[src/rtl/mult_rr_sched_pkg.sv]
// Shared definitions for the round-robin multiplier scheduler: FSM encoding
// and a width helper for pointer/counter registers.
package mult_rr_sched_pkg;

    typedef enum logic [1:0] {
        ST_IDLE = 2'd0,
        ST_RUN  = 2'd1,
        ST_DONE = 2'd2
    } state_e;

    // At least one bit, so a 2-entry index still has a real register.
    function automatic int clog2(input int v);
        return (v <= 2) ? 1 : $clog2(v);
    endfunction

endpackage

[src/rtl/mult_seq_core.sv]
// Sequential shift-add multiplier datapath: loads operands on start, then
// adds one shifted partial product per step for W steps.
module mult_seq_core
    import mult_rr_sched_pkg::*;
#(
    parameter int W = 4
) (
    input  logic           clk,
    input  logic           rst_b,
    input  logic           i_start,
    input  logic           i_step,
    input  logic [W-1:0]   i_a,
    input  logic [W-1:0]   i_b,
    output logic [2*W-1:0] o_acc_nxt,
    output logic           o_last
);

    localparam int CW = clog2(W);

    logic [W-1:0]   r_a;
    logic [W-1:0]   r_b;
    logic [2*W-1:0] r_acc;
    logic [CW-1:0]  r_cnt;
    logic [2*W-1:0] w_part;

    assign w_part    = r_b[0] ? ({{W{1'b0}}, r_a} << r_cnt) : '0;
    assign o_acc_nxt = r_acc + w_part;
    assign o_last    = (r_cnt == CW'(W - 1));

    always_ff @(posedge clk or negedge rst_b) begin
        if (!rst_b) begin
            r_a   <= '0;
            r_b   <= '0;
            r_acc <= '0;
            r_cnt <= '0;
        end else if (i_start) begin
            r_a   <= i_a;
            r_b   <= i_b;
            r_acc <= '0;
            r_cnt <= '0;
        end else if (i_step) begin
            r_acc <= o_acc_nxt;
            r_b   <= r_b >> 1;
            r_cnt <= r_cnt + 1'b1;
        end
    end

endmodule

[src/rtl/mult_rr_sched.sv]
// Round-robin arbiter sharing one sequential multiplier among N requesters;
// owns grant, operand capture, sequencing and the done/product return.
module mult_rr_sched
    import mult_rr_sched_pkg::*;
#(
    parameter int W = 4,
    parameter int N = 4
) (
    input  logic           clk,
    input  logic           rst_b,
    input  logic [N-1:0]   i_req,
    input  logic [N*W-1:0] i_a_in,
    input  logic [N*W-1:0] i_b_in,
    output logic [N-1:0]   o_gnt,
    output logic [N-1:0]   o_done,
    output logic [2*W-1:0] o_prod,
    output logic           o_busy
);

    localparam int PW = clog2(N);

    state_e             r_state;
    state_e             w_state_nxt;
    logic [PW-1:0]      r_ptr;
    logic [PW-1:0]      r_win;
    logic [PW-1:0]      w_win;
    logic               w_found;
    logic [N-1:0][W-1:0] w_a;
    logic [N-1:0][W-1:0] w_b;
    logic               w_start;
    logic               w_step;
    logic               w_last;
    logic [2*W-1:0]     w_acc_nxt;

    assign w_a = i_a_in;
    assign w_b = i_b_in;

    // Walk from the far end back toward ptr so the last hit is the first
    // set bit at or after ptr (wrapping).
    always_comb begin
        int idx;
        idx     = 0;
        w_win   = '0;
        w_found = |i_req;
        for (int k = N - 1; k >= 0; k--) begin
            idx = int'(r_ptr) + k;
            if (idx >= N) idx = idx - N;
            if (i_req[PW'(idx)]) w_win = PW'(idx);
        end
    end

    assign w_start = (r_state == ST_IDLE) && w_found;
    assign w_step  = (r_state == ST_RUN);
    assign o_busy  = (r_state != ST_IDLE);

    mult_seq_core #(.W(W)) u_core (
        .clk       (clk),
        .rst_b     (rst_b),
        .i_start   (w_start),
        .i_step    (w_step),
        .i_a       (w_a[w_win]),
        .i_b       (w_b[w_win]),
        .o_acc_nxt (w_acc_nxt),
        .o_last    (w_last)
    );

    always_ff @(posedge clk or negedge rst_b) begin
        if (!rst_b) r_state <= ST_IDLE;
        else        r_state <= w_state_nxt;
    end

    always_comb begin
        w_state_nxt = r_state;
        case (r_state)
            ST_IDLE: if (w_found) w_state_nxt = ST_RUN;
            ST_RUN:  if (w_last)  w_state_nxt = ST_DONE;
            ST_DONE: w_state_nxt = ST_IDLE;
            default: w_state_nxt = ST_IDLE;
        endcase
    end

    always_ff @(posedge clk or negedge rst_b) begin
        if (!rst_b) begin
            o_gnt  <= '0;
            o_done <= '0;
            o_prod <= '0;
            r_ptr  <= '0;
            r_win  <= '0;
        end else begin
            case (r_state)
                ST_IDLE: if (w_found) begin
                    o_gnt <= N'(1) << w_win;
                    r_win <= w_win;
                end
                ST_RUN: if (w_last) begin
                    o_prod <= w_acc_nxt;
                    o_done <= o_gnt;
                end
                ST_DONE: begin
                    o_done <= '0;
                    o_gnt  <= '0;
                    r_ptr  <= (r_win == PW'(N - 1)) ? '0 : r_win + 1'b1;
                end
                default: ;
            endcase
        end
    end

endmodule

[config.mk]
export PLATFORM = sky130hd
export DESIGN_NAME = mult_rr_sched
export DESIGN_NICKNAME = d
export VERILOG_FILES = /design/src/rtl/mult_rr_sched_pkg.sv /design/src/rtl/mult_seq_core.sv /design/src/rtl/mult_rr_sched.sv
export SDC_FILE = /design/constraint.sdc
export NUM_CORES = 1
export LEC_CHECK = 0
export BUFFER_PORTS_ARGS = -buffer_cell sky130_fd_sc_hd__clkbuf_2
export CAP_MARGIN = 10
export CORE_UTILIZATION = 50
export CTS_CLUSTER_SIZE = 12
export DETAILED_ROUTE_END_ITERATION = 7
export PLACE_DENSITY_LB_ADDON = 0.15
export SYNTH_ARGS = -nofsm -noshare
export SYNTH_HDL_FRONTEND = slang
export SYNTH_SLANG_ARGS = --single-unit
[constraint.sdc]
create_clock -name clk -period 3.14 [get_ports clk]
set_input_delay 0.628 -clock clk [delete_from_list [all_inputs] [get_ports clk]]
set_output_delay 0.628 -clock clk [all_outputs]
set_load 0.01 [all_outputs]
==> metrics <==
Mapped Cells 278; RSZ-0062 raised after global routing no; WP buf/inv 1; Ys Warns 0; Critical-path top delay cell dfrtp_1; Max Clk Rate approximately 0.41 GHz; DRT iter0 DRCs 119; #FFs+latches synth 40; pwr dens 1000 nW/um^2; wire length per cell 14.0 um; Hold Path Class primary input to async pin; WL final 5.55 mm; HPWL after DPL between 4 and 5 mm; Core ar. 4750 um^2; Vias/cell 5.52; Starting Density 52.3%; fin. max-slew vios 0; diode count 0; pin count of the biggest net entering global routing 41; share of cells above drive strength 1 roughly a quarter; hold buffer count at cts 0; Port Buf Inserts 54; Avg Cell Area, Syn roughly 9.0 um^2; clk sinks 40; vias in the first global route 2083; Worst Skew 2.61 ps; Root Driver clkbuf_8; final setup violating endpoints 0; Lkg Pwr 1.37 nW; Crit. End Element flip-flop; die height 72.6 um; sequential-to-total area share from yosys stat 40.2%; Clock Path Buffers 2; vias after detailed routing roughly 2200; Crit Path Max Fanout 9; total CTS buffers 5; Core Rows 25; Final Hold Vio Count 0; TritonCTS clock tree built; crit path cell chain mux2_2 > o211a_1 > ha_1 > inv_1 > o21ai_0 > a21oi_1 > or3_1 > nand3_1; Mapped Area 2490 um^2; post-layout min period 2430 ps; drt drc 0; Post-DP Area 2790 um^2; Overflow after GRT 0; worst-margin pin slew 974 ps; Netlist cell types 50; post-CTS setup buffer count 0; syn nets 326; post-route cell area 2890 um^2; clock-pin slew on the worst setup and hold paths 80 ps; Critical Path AT 2650 ps; WS Path Type flip-flop to flip-flop; Nets about 380; status finished, final reports clean; io pins 55; Skew-Pair Late Insertion Delay 290 ps; PostCTS Resize Cnt 0; synthesis-to-layout area growth 16.1%; antenna-violating nets left 0; global-route wire length before repair 9.45 mm; Crit path max-delay family compound AO/OA/AOI/OAI gates; H-tree depth 2; GPL Wtd Cong 0.873; max_slew headroom 35.1%; CP Launch Type flip-flop; max incr delay on CP 500 ps; max-cap violations 0; fill count about 450; total die area 5260 um^2; initial antenna violation count 0; Setup TNS 0 ps; First-pass DRT Iterations 4; GRT Overall Usage 23.2%; fin crit share 77.2%; VDD IR max roughly 0.34 mV; Req. time, crit path 3360 ps; Die W 72.6 um
cells in the mapped netlist (all sizes together):
library cell,n,share of area (%)
a22o,4,1.4
fa,1,0.80
a2bb2oi,2,0.70
nand3,16,3.2
a32o,3,1.2
nand2b,9,2.6
dfrtp,40,40
o21ai,33,6.6
or3,2,0.50
xor2,1,0.35
clkbuf,8,1.3
nor3b,2,0.60
a21bo,3,1.2
or2,1,0.25
inv,5,0.75
xnor2,4,1.4
nand2,46,7.1
a221oi,5,1.8
and2,3,0.75
o221ai,1,0.35
a211o,4,1.4
a21oi,12,2.6
nor3,5,1.2
and3,2,0.50
o211ai,5,1.5
buf,7,1.7
nor2b,3,0.85
nor4bb,1,0.40
a211oi,2,0.80
a31oi,3,0.75
o211a,1,0.40
a21o,3,0.90
mux2,4,1.8
nor2,17,2.7
ha,9,4.5
nand3b,1,0.30
a32oi,1,1.1
o31ai,1,0.30
mux2i,8,3.2
metal layers:
layer / global-route usage (%) / part of all wire [%] / vias up
li1: - / - / 1099
met1: 32.4 / 50 / 1004
met2: 36.2 / 44 / 74
met3: 4.44 / 4.9 / 4
met4: 8.06 / 0.96 / 0
met5: 0 / 0 / -
per-stage QoR:
| step | utilization [%] | power, W | cells | worst slack (ps) | hold slack [ps] |
|---|---|---|---|---|---|
| 3_3_place_gp | 58.7 | 0.00251 | 387 | 786 | 462 |
| 4_1_cts | 60.8 | 0.00291 | 395 | 702 | 491 |
| 3_5_place_dp | 58.7 | 0.00254 | 387 | 716 | 473 |
| 5_1_grt | 60.8 | 0.00318 | 395 | 471 | 524 |
| 6_report | 60.8 | 0.00290 | 395 | 714 | 483 |
| 2_1_floorplan | - | 0.00213 | 278 | 794 | 332 |
logic make-up after synthesis:
kind of cell | after synthesis | synth area share (%)
XOR/XNOR | 5 | 1.76
flip-flops | 40 | 40.2
multiplexers | 12 | 5.03
AND/OR/NAND/NOR | 108 | 21.0
AO/OA/AOI/OAI | 83 | 23.0
adder cells (fa/ha/maj) | 10 | 5.33
buffers and inverters | 20 | 3.67
report_power, final:
part,internal (W),switching (W)
Combinational,0.000673,0.000876
Clock,0.000178,0.000183
Sequential,0.000752,0.000234
state kept, by name, indices dropped and copies added, names as in the netlist:
register / count
o_done: 4
r_win: 2
u_core.r_acc: 8
u_core.r_cnt: 2
r_ptr: 2
r_state: 2
o_gnt: 4
o_prod: 8
u_core.r_a: 4
u_core.r_b: 4
worst paths after layout:
kind                            slack (ps)                         from  cells past startpoint                     to
worst max-delay path                   710  u_core.r_cnt[1]$_DFFE_PN0P_                      8  o_prod[6]$_DFFE_PN0P_
worst max register to register         710  u_core.r_cnt[1]$_DFFE_PN0P_                      8  o_prod[6]$_DFFE_PN0P_
worst min register to register         480        o_prod[5]$_DFFE_PN0P_                      2  o_prod[5]$_DFFE_PN0P_
max in group asynchronous             2060                        rst_b                      1  o_prod[1]$_DFFE_PN0P_
worst min-delay path                   480                        rst_b                      1  o_done[3]$_DFFE_PN0P_
min in group clk                       480        o_prod[5]$_DFFE_PN0P_                      2  o_prod[5]$_DFFE_PN0P_
final cells by class:
class                           count  area (um^2)  share of cell area [%]
Multi-Input combinational cell    218         1400                    48.3
Sequential cell                    40         1000                    34.6
Timing Repair Buffer               57          293                    10.1
Tap cell                           67         83.8                    2.90
Clock buffer                        6         82.6                    2.86
Inverter                            5         18.8                   0.649
Clock inverter                      2         15.0                   0.519
cell usage in the layout, fill, tap and decap left out, drive strengths merged, types with 3 or more instances in the layout:
| cell | Yosys | final |
|---|---|---|
| clkbuf | 8 | 60 |
| ha | 9 | 9 |
| dfrtp | 40 | 40 |
| xnor2 | 4 | 4 |
| a21oi | 12 | 12 |
| nand2 | 46 | 46 |
| a21bo | 3 | 3 |
| a32o | 3 | 3 |
| nor2b | 3 | 3 |
| nor3 | 5 | 5 |
| nor2 | 17 | 17 |
| a22o | 4 | 4 |
| buf | 7 | 3 |
| a21o | 3 | 3 |
| a211o | 4 | 4 |
| o211ai | 5 | 5 |
| mux2 | 4 | 4 |
| a221oi | 5 | 5 |
| a31oi | 3 | 3 |
| and2 | 3 | 3 |
| inv | 5 | 5 |
| nand3 | 16 | 16 |
| o21ai | 33 | 33 |
| mux2i | 8 | 8 |
| nand2b | 9 | 9 |
Power figures use the tool's default switching activity.
